--- src/rtl/sevenseg_pkg.sv ---
// Shared character codes, FSM state type and helpers for the scrolling 7-segment driver.
package sevenseg_pkg;

   localparam logic [3:0] CHAR_MINUS = 4'hA;
   localparam logic [3:0] CHAR_BLANK = 4'hF;

   typedef enum logic [1:0] {
      IDLE  = 2'd0,
      SHIFT = 2'd1,
      DONE  = 2'd2
   } bcd_state_e;

   // Decimal digits needed for a magnitude of up to 2^(width-1):
   // ceil((width-1) * log10(2)), with log10(2) approximated as 0.30103.
   // A 1-bit width still needs one digit.
   function automatic int bcd_digits(input int width);
      int acc;
      int d;
      acc = 0;
      for (int i = 0; i < width - 1; i++) begin
         acc += 30103;
      end
      d = (acc + 99999) / 100000;
      if (d < 1) begin
         d = 1;
      end
      return d;
   endfunction

   // Character code to active-low segment pattern {g,f,e,d,c,b,a}.
   function automatic logic [6:0] seg_decode(input logic [3:0] ch);
      logic [6:0] s;
      case (ch)
         4'd0:       s = 7'b1000000;
         4'd1:       s = 7'b1111001;
         4'd2:       s = 7'b0100100;
         4'd3:       s = 7'b0110000;
         4'd4:       s = 7'b0011001;
         4'd5:       s = 7'b0010010;
         4'd6:       s = 7'b0000010;
         4'd7:       s = 7'b1111000;
         4'd8:       s = 7'b0000000;
         4'd9:       s = 7'b0010000;
         CHAR_MINUS: s = 7'b0111111;
         default:    s = 7'h7F;
      endcase
      return s;
   endfunction

endpackage

--- src/rtl/bin2bcd_seq.sv ---
// Sequential double-dabble converter: W shift cycles, then a one-cycle DONE
// state during which bcd_o is final and done_o pulses.
module bin2bcd_seq
   import sevenseg_pkg::*;
#(
   parameter int W  = 24,
   parameter int ND = 7
) (
   input  logic            clk_i,
   input  logic            rst_n_i,
   input  logic            valid_i,
   output logic            ready_o,
   input  logic [W-1:0]    mag_i,
   output logic [4*ND-1:0] bcd_o,
   output logic            done_o
);

   localparam int CW = $clog2(W + 1);

   bcd_state_e      state_q, state_d;
   logic [W-1:0]    bin_q, bin_d;
   logic [4*ND-1:0] bcd_q, bcd_d;
   logic [4*ND-1:0] bcd_corr;
   logic [CW-1:0]   cnt_q, cnt_d;

   // Add-3 correction on every nibble that would overflow past 9 when doubled.
   genvar gi;
   generate
      for (gi = 0; gi < ND; gi++) begin : g_corr
         assign bcd_corr[4*gi +: 4] = (bcd_q[4*gi +: 4] >= 4'd5) ?
                                      (bcd_q[4*gi +: 4] + 4'd3) : bcd_q[4*gi +: 4];
      end
   endgenerate

   // Next-state and datapath: load on accept, shift W times, then commit.
   always_comb begin
      state_d = state_q;
      bin_d   = bin_q;
      bcd_d   = bcd_q;
      cnt_d   = cnt_q;
      case (state_q)
         IDLE: begin
            if (valid_i) begin
               state_d = SHIFT;
               bin_d   = mag_i;
               bcd_d   = '0;
               cnt_d   = '0;
            end
         end
         SHIFT: begin
            bcd_d = {bcd_corr[4*ND-2:0], bin_q[W-1]};
            bin_d = {bin_q[W-2:0], 1'b0};
            cnt_d = cnt_q + CW'(1);
            if (cnt_q == CW'(W - 1)) begin
               state_d = DONE;
            end
         end
         DONE: begin
            state_d = IDLE;
         end
         default: begin
            state_d = IDLE;
         end
      endcase
   end

   // State and datapath registers; reset aborts any conversion in flight.
   always_ff @(posedge clk_i or negedge rst_n_i) begin
      if (!rst_n_i) begin
         state_q <= IDLE;
         bin_q   <= '0;
         bcd_q   <= '0;
         cnt_q   <= '0;
      end else begin
         state_q <= state_d;
         bin_q   <= bin_d;
         bcd_q   <= bcd_d;
         cnt_q   <= cnt_d;
      end
   end

   assign ready_o = (state_q == IDLE);
   assign done_o  = (state_q == DONE);
   assign bcd_o   = bcd_q;

endmodule

--- src/rtl/sevenseg_scroll_driver.sv ---
// Signed multiplexed 7-segment driver with leading-zero blanking, optional
// scrolling window and PWM brightness; all timing from enable ticks.
module sevenseg_scroll_driver
   import sevenseg_pkg::*;
#(
   parameter int CLOCK_FREQUENCY = 100000000,
   parameter int BIN_WIDTH       = 24,
   parameter int NUM_DIGITS      = 4,
   parameter int REFRESH_HZ      = 1000,
   parameter int SCROLL_HZ       = 2,
   parameter int PWM_WIDTH       = 8
) (
   input  logic                  clk_i,
   input  logic                  rst_n_i,
   input  logic [BIN_WIDTH-1:0]  bin_i,
   input  logic                  valid_i,
   output logic                  ready_o,
   input  logic                  scroll_en_i,
   input  logic [PWM_WIDTH-1:0]  duty_i,
   output logic [NUM_DIGITS-1:0] an_o,
   output logic [6:0]            seg_o
);

   localparam int ND   = bcd_digits(BIN_WIDTH);
   localparam int NC   = ND + 1;
   localparam int RDIV = CLOCK_FREQUENCY / REFRESH_HZ;
   localparam int SDIV = CLOCK_FREQUENCY / SCROLL_HZ;
   localparam int RW   = $clog2(RDIV + 1);
   localparam int SW   = $clog2(SDIV + 1);
   localparam int OW   = $clog2(NC);
   localparam int DW   = (NUM_DIGITS > 1) ? $clog2(NUM_DIGITS) : 1;
   localparam int IW   = OW + 1;

   logic [BIN_WIDTH-1:0]  mag;
   logic                  conv_ready, conv_done;
   logic [4*ND-1:0]       conv_bcd;
   int                    msd;
   logic [NC-1:0][3:0]    chars_commit;

   logic                  sign_q, sign_d;
   logic [NC-1:0][3:0]    char_q, char_d;
   logic [RW-1:0]         ref_cnt_q, ref_cnt_d;
   logic [SW-1:0]         scr_cnt_q, scr_cnt_d;
   logic [DW-1:0]         digit_q, digit_d;
   logic [OW-1:0]         offset_q, offset_d;
   logic [PWM_WIDTH-1:0]  pwm_cnt_q, pwm_cnt_d;
   logic [NUM_DIGITS-1:0] an_q, an_d;
   logic [6:0]            seg_q, seg_d;

   logic                  ref_tick, scroll_tick, pwm_on;
   logic [IW-1:0]         sum, idx;

   // Two's-complement magnitude; the most-negative value maps to 2^(W-1) unsigned.
   assign mag = bin_i[BIN_WIDTH-1] ? (~bin_i + {{(BIN_WIDTH-1){1'b0}}, 1'b1}) : bin_i;

   bin2bcd_seq #(
      .W  (BIN_WIDTH),
      .ND (ND)
   ) u_bin2bcd (
      .clk_i   (clk_i),
      .rst_n_i (rst_n_i),
      .valid_i (valid_i),
      .ready_o (conv_ready),
      .mag_i   (mag),
      .bcd_o   (conv_bcd),
      .done_o  (conv_done)
   );

   assign ready_o = conv_ready;

   // Locate the most significant nonzero digit (0 when the value is zero).
   always_comb begin
      msd = 0;
      for (int i = 0; i < ND; i++) begin
         if (conv_bcd[4*i +: 4] != 4'd0) begin
            msd = i;
         end
      end
   end

   // Blanked character image: digits up to msd, minus directly above it.
   genvar gi;
   generate
      for (gi = 0; gi < NC; gi++) begin : g_char
         if (gi < ND) begin : g_dig
            assign chars_commit[gi] = (sign_q && (gi == msd + 1)) ? CHAR_MINUS :
                                      (gi <= msd) ? conv_bcd[4*gi +: 4] : CHAR_BLANK;
         end else begin : g_top
            assign chars_commit[gi] = (sign_q && (gi == msd + 1)) ? CHAR_MINUS : CHAR_BLANK;
         end
      end
   endgenerate

   // Ticks, digit/offset/PWM counters, commit and registered pin drive.
   always_comb begin
      ref_tick    = (ref_cnt_q == RW'(RDIV - 1));
      scroll_tick = (scr_cnt_q == SW'(SDIV - 1));
      pwm_on      = (pwm_cnt_q < duty_i);
      sum         = IW'(offset_q) + IW'(digit_q);
      idx         = (sum >= IW'(NC)) ? (sum - IW'(NC)) : sum;

      sign_d    = sign_q;
      char_d    = char_q;
      ref_cnt_d = ref_tick ? '0 : ref_cnt_q + RW'(1);
      scr_cnt_d = scroll_tick ? '0 : scr_cnt_q + SW'(1);
      digit_d   = digit_q;
      offset_d  = offset_q;
      pwm_cnt_d = pwm_cnt_q + PWM_WIDTH'(1);

      if (valid_i && conv_ready) begin
         sign_d = bin_i[BIN_WIDTH-1];
      end
      if (conv_done) begin
         char_d = chars_commit;
      end
      if (ref_tick) begin
         digit_d = (digit_q == DW'(NUM_DIGITS - 1)) ? '0 : digit_q + DW'(1);
      end
      if (!scroll_en_i) begin
         offset_d = '0;
      end else if (scroll_tick) begin
         offset_d = (offset_q == OW'(NC - 1)) ? '0 : offset_q + OW'(1);
      end

      // Blank the anodes on refresh-tick cycles so the old segments never ghost.
      an_d  = (pwm_on && !ref_tick) ? ~(NUM_DIGITS'(1) << digit_q) : '1;
      seg_d = seg_decode(char_q[idx[OW-1:0]]);
   end

   // All display state registers.
   always_ff @(posedge clk_i or negedge rst_n_i) begin
      if (!rst_n_i) begin
         sign_q    <= 1'b0;
         char_q    <= {NC{CHAR_BLANK}};
         ref_cnt_q <= '0;
         scr_cnt_q <= '0;
         digit_q   <= '0;
         offset_q  <= '0;
         pwm_cnt_q <= '0;
         an_q      <= '1;
         seg_q     <= 7'h7F;
      end else begin
         sign_q    <= sign_d;
         char_q    <= char_d;
         ref_cnt_q <= ref_cnt_d;
         scr_cnt_q <= scr_cnt_d;
         digit_q   <= digit_d;
         offset_q  <= offset_d;
         pwm_cnt_q <= pwm_cnt_d;
         an_q      <= an_d;
         seg_q     <= seg_d;
      end
   end

   assign an_o  = an_q;
   assign seg_o = seg_q;

endmodule
--- config.mk ---
export PLATFORM = sky130hd
export DESIGN_NAME = sevenseg_scroll_driver
export DESIGN_NICKNAME = d
export VERILOG_FILES = /design/src/rtl/sevenseg_pkg.sv /design/src/rtl/bin2bcd_seq.sv /design/src/rtl/sevenseg_scroll_driver.sv
export SDC_FILE = /design/constraint.sdc
export NUM_CORES = 1
export LEC_CHECK = 0
export CAP_MARGIN = 20
export CORE_MARGIN = 5
export CORE_UTILIZATION = 65
export CTS_CLUSTER_SIZE = 24
export DETAILED_ROUTE_END_ITERATION = 8
export PLACE_DENSITY = 0.95
export SYNTH_ARGS = -nofsm -noshare
export SYNTH_HDL_FRONTEND = slang
export SYNTH_SLANG_ARGS = --single-unit
--- constraint.sdc ---
create_clock -name clk_i -period 8.8 [get_ports clk_i]
set_input_delay 2.2 -clock clk_i [delete_from_list [all_inputs] [get_ports clk_i]]
set_output_delay 2.2 -clock clk_i [all_outputs]
set_load 0.02 [all_outputs]
== Yosys cells after proc, flatten, opt, wreduce, memory -nomap -nowiden ==
Memory sizes are Yosys's and may differ from the RTL's. A register that Yosys moved wholly into a read port is not among the register bits.
Index checks and enable logic that the tools add are counted.

* Register bits: 152
* ROM bits: 112
* Bits of input ports: 36
* Output and inout port bits: 12
* Word-level logic and storage cells: 145
* Memories kept: 1

{| class="wikitable"
|+ Memory list
! memory !! words !! width !! read ports !! clocked after memory_dff !! wr ports !! line !! source
|-
| (name not given) || 16 || 7 || 1 || 1 || 0 || sevenseg_pkg.sv:33 || <nowiki>case (ch)</nowiki>
|}

* $add $sub $neg: 17
* Magnitude comparators: 17
* Equality and inequality tests: 17
* Shift operators: 1
* Multiplexer cells: 48
* Bitwise gates (word level): 2
* Reductions and logical operators: 23

{| class="wikitable"
|+ Operator list
! operator !! count
|-
| $eq 4x32->1 const A || 4
|-
| $mux 32 || 4
|-
| $le 4x32->1 const A || 3
|-
| $mux 4 || 22
|-
| $eq 3x32->1 const A || 2
|-
| $le 3x32->1 const A || 2
|-
| $pmux 28 s2 || 1
|-
| $mux 24 || 2
|-
| $pmux 24 s2 || 1
|-
| $add 32x2->32 const B || 1
|-
| $eq 2x32->1 const A || 1
|-
| $le 1x32->1 const A || 1
|-
| $le 2x32->1 const A || 1
|-
| $logic_not 32->1 || 1
|-
| $ge 4x3->1 const B || 7
|-
| $mux 28 || 1
|-
| $add 26x1->26 const B || 1
|-
| $eq 26x26->1 const B || 1
|-
| $mux 26 || 1
|-
| $add 24x1->24 const B || 1
|-
| $add 4x2->4 const B || 6
|-
| $not 24->24 || 1
|-
| $reduce_bool 4->1 || 6
|-
| $mux 3 || 6
|-
| 32 further kinds || 48
|}

== Logic depth before layout (Yosys ltp) ==
* Depth in word-level cells: 11
* Depth in mapped cells: 12
* Depth with buffers taken out: 11

== Hierarchy ==
Synthesis repeated with hierarchy kept, for this count alone.

* Cell total of the unflattened synthesis: 879
* Area, all modules: 8,798.4 sq um

{| class="wikitable"
|+ Modules (own cells, without submodules)
! module !! times used !! cells each !! area each (sq um) !! sequential area each (sq um)
|-
| sevenseg_scroll_driver || 1 || 549 || 5,502.8 || 2,477.4
|-
| bin2bcd_seq || 1 || 330 || 3,295.7 || 1,476.4
|}

== Least setup slack after synthesis ==
No wires, ideal clock.

* Path kind: input port to flip-flop
* Start: input bin_i[0]
* End: register u_bin2bcd.bin_q[12]
* Library setup time: 133 ps
* Arrival: 3,790 ps
* Required time: 8,667 ps
* Setup slack: 4,877 ps
* Cell stages on the path: 7
* Path buffers: 0
* Path through: inv_1 ha_1 or3b_2 or4_1 o31ai_1 xor2_1 o21ai_0

* Longest elaborated chain between the ends: 5

{| class="wikitable"
|+ Ends and longest elaborated chain
! element !! line !! source
|-
| start: declaration || sevenseg_scroll_driver.sv:15 || <nowiki>input logic [BIN_WIDTH-1:0] bin_i,</nowiki>
|-
| $not 24->24 || sevenseg_scroll_driver.sv:54 || <nowiki>assign mag = bin_i[BIN_WIDTH-1] ? (~bin_i + {{(BIN_WIDTH-1){1'b0}}, 1'b1}) : bin_i;</nowiki>
|-
| $add 24x1->24 || sevenseg_scroll_driver.sv:54 ||
|-
| $mux 24 || sevenseg_scroll_driver.sv:54 ||
|-
| $mux 24 || bin2bcd_seq.sv:43 || <nowiki>if (valid_i) begin</nowiki>
|-
| $pmux 24 s2 || bin2bcd_seq.sv:41 || <nowiki>case (state_q)</nowiki>
|-
| end signal: assignment || bin2bcd_seq.sv:76 || <nowiki>bin_q <= bin_d;</nowiki>
|-
| end: declaration || bin2bcd_seq.sv:21 || <nowiki>logic [W-1:0] bin_q, bin_d;</nowiki>
|}

Every way passes these cells. The select of a mux whose other input is x is not followed.
A chain may end at the register's enable or synchronous reset.

== Final worst setup path ==
* Start: input bin_i[0]
* End: register u_bin2bcd.bin_q[14]

The elaborated chain is that of the path after synthesis.

==> flow_metrics.py <==
metrics = {
    "synth": {
        "synthArstFlopShare_pct": 100.0,
        "ys_types": 63,
        "synth.most_common_cell": "dfrtp_1",
        "synth_seq_cells": 156,
        "synth_edf_count": 0,
        "synth_area_leader_cell": "dfrtp_1",
        "netlist_top_cells_area": "dfrtp_1 (35%), dfstp_2 (13%), ha_1 (6.3%)",
        "synth_fp_nets": 915,
        "synth-main-ff-cell": "dfrtp_1",
        "yosysSeqAreaShare_pct": 47.08,
        "yosys-top-cells-count": "dfrtp_1 (116), nor2_1 (75), nand2_1 (62)",
        "netlist_instances": 836,
        "yosys_warnings": 0,
        "synth_area_sq_mm": 0.008398,
        "synth.top_cell.area_share_pct": 34.56,
        "avgSynthCellArea_sq_um": 10.05,
    },
    "floorplan": {
        "die_w_microns": 123.7,
        "dieArea_sq_mm": 0.01529,
        "die_h_microns": 123.7,
        "initial_utilization_pct": 66.55,
        "core-area_sq_mm": 0.01262,
        "rows": 41,
        "ios": 48,
    },
    "placement": {
        "io_buffers": 47,
        "routabilityCongestion": 0.9036,
        "hpwl_microns": 12130,
    },
    "worst_setup_path": {
        "slowest_delay_ns": 0.50,
        "r2r_start": "digit_q[0]$_DFFE_PN0N_",
        "r2r-end": "seg_o[4]$_DFF_PN1_",
        "cp.arrival_ns": 4.51,
        "path_cells": "clkdlybuf4s50_1 -> inv_1 -> ha_1 -> or3b_2 -> or4_1 -> o31ai_1 -> xor2_1 -> o21ai_0",
        "critPathSlowestCell": "or3b_2",
        "r2r_cells": 9,
        "path_max_fanout": 4,
        "cp-start-kind": "input pin",
        "end_kind": "flip-flop",
        "criticalPathCategory": "in2reg",
        "crit_family": "simple AND/OR/NAND/NOR gates",
        "path_buf_inv": 2,
        "required_ns": 9.09,
        "reg2reg_slack_ns": 5.22,
    },
    "clock_network": {
        "path_clk_slew_ns": 0.06,
        "post-cts-setup-buffer-count": 0,
        "cts_resized": 0,
        "clock-sinks": 156,
        "holdBufCountCts": 0,
        "cts_tree": "built",
        "cts_root_buf": "clkbuf_16",
        "clkLatencyLatePin_ns": 0.43,
        "clock_path_buffers": 2,
        "cts_buffers": 17,
        "h-tree-depth": 4,
    },
    "timing": {
        "setup_viol": 0,
        "rsz0062_at_grt": "false",
        "finClkSkew_ns": 0.007622,
        "max_freq_mhz": 236.9,
        "period_needed_ns": 4.221,
        "maxSlewViolCount": 0,
        "whs_ns": 0.4676,
        "fin_crit_sh_pct": 47.96,
        "hold_violations": 0,
        "tns_ns": 0,
        "timing.slew.headroom_pct": 28.35,
        "worstMarginPinSlew_ns": 1.065,
    },
    "grt": {
        "gr-usage-met2_pct": 43.80,
        "grt_use_met3_pct": 6.358,
        "grt_pass1_vias": 6587,
        "antenna_found_initial": 0,
        "track_usage_pct": 26.39,
        "grt_util_met1_pct": 33.59,
        "grt_pass1_wl_microns": 31720,
        "overflow": 0,
        "grt_start_max_net_pins": 80,
        "gr-max-usage-layer": "met2",
    },
    "final_layout": {
        "drive_gt1_share_pct": 11.14,
        "syn_to_final_growth_pct": 14.36,
        "final_nets": 955,
        "diodes": 0,
        "utilization_pct": 76.11,
    },
    "route": {
        "drc": 0,
        "routedWlPerCell_microns": 17.72,
        "via_per_inst": 6.205,
        "ant_nets": 0,
        "first_iter_violations": 704,
        "num_vias": 6583,
        "drtPass1Iterations": 6,
        "routed_wl_microns": 18810,
    },
    "min_path": {
        "min_from": "char_q[28]$_DFFE_PN1N_",
        "min_path_cells": 2,
        "holdPathEnd": "char_q[28]$_DFFE_PN1N_",
        "hp-class": "reg2reg",
    },
    "run_status": {
        "status": "finished clean",
    },
    "power_and_ir_drop": {
        "p_per_area_mw_per_mm2": 256.9,
        "max-vdd-ir-drop_v": 0.0002144,
        "power_leakage_uw": 0.004151,
    },
    "run": {
        "max_cap_viol_count": 0,
    },
}
[power by group]
part,switching [uW],internal (uW),total (uW)
registers,132,874,1010
clock network,291,460,751
logic,416,294,711
[placed cells by master, fill, tap and decap left out, drive strengths merged, types with 5 or more instances in the layout]
cell and count:
dfrtp 116, nor2 75, nand2 62, o21ai 56, xor2 47, clkdlybuf4s50 46
ha 42, dfstp 40, nand3 35, inv 34, xnor2 29, a21oi 24
clkbuf 22, o31ai 21, a22oi 19, nor2b 17, mux2i 14, and3 14
nor4 14, nand2b 13, nand4 13, o211ai 11, o22ai 10, nor3 9
buf 8, a32o 7, or3b 7, o32ai 6, or2 6, and2 5
nor3b 5, o22a 5
[sequential cells by signal (all words and copies together) (netlist names)]
register,count
seg_o,7
ref_cnt_q,17
u_bin2bcd.cnt_q,5
scr_cnt_q,26
digit_q,2
an_o,4
u_bin2bcd.bcd_o,28
char_q,29
offset_q,3
sign_q,1
u_bin2bcd.state_q,2
u_bin2bcd.bin_q,24
pwm_cnt_q,8
[tightest hold or removal path, cell delays in order, from the launching register on]
cell and delay, ns:
dfstp_2 0.38, nand2_1 0.05, nand2_1 0.04
[routing by layer]
| metal | vias to the layer above | wire (microns) | share of wire (%) |
|---|---|---|---|
| met4 | 0 | 440 | 2.3 |
| met2 | 256 | 9255 | 49 |
| met5 | - | 0 | 0 |
| met1 | 3198 | 7916 | 42 |
| met3 | 53 | 1192 | 6.3 |
| li1 | 3076 | - | - |
[cells by family after synthesis]
logic type | Yosys count | synth area share, %
AOI/OAI and AO/OA | 183 | 14.38
xor gates and xnor gates | 76 | 7.926
adders and majority gates | 43 | 6.496
buffers and inverters | 67 | 3.322
DFF | 156 | 47.08
muxes | 19 | 2.875
and+or+nand+nor | 292 | 17.92
[layout make-up]
class,instances,area (sq um)
clock buffer,21,460.4
clock inverter,11,141.4
fill,795,3015
inverter,33,123.9
multi-input combinational,613,4180
sequential,156,3954
tap,172,215.2
timing repair buffer,55,529.3
[through the flow]
stage	setup slack, ns	area, sq um	power (uW)	instances
4_1_cts	4.599	9599	2463	1060
5_1_grt	4.449	9604	2611	1061
3_5_place_dp	4.199	8997	1693	1028
2_1_floorplan	4.877	8398	1497	836
3_3_place_gp	4.302	8997	1650	1028
6_report	4.579	9604	2467	1061
[worst max path at each step]
| stage | startpoint | to | depth (start not counted) |
|---|---|---|---|
| 2_1_floorplan | bin_i[0] | u_bin2bcd.bin_q[12]$_DFFE_PN0P_ | 7 |
| 3_3_place_gp | bin_i[0] | u_bin2bcd.bin_q[14]$_DFFE_PN0P_ | 8 |
| 3_5_place_dp | bin_i[0] | u_bin2bcd.bin_q[12]$_DFFE_PN0P_ | 8 |
| 4_1_cts | bin_i[0] | u_bin2bcd.bin_q[14]$_DFFE_PN0P_ | 8 |
| 5_1_grt | bin_i[1] | u_bin2bcd.bin_q[22]$_DFFE_PN0P_ | 8 |
| 6_report | bin_i[0] | u_bin2bcd.bin_q[14]$_DFFE_PN0P_ | 8 |
(Power assumes the default switching activity.)
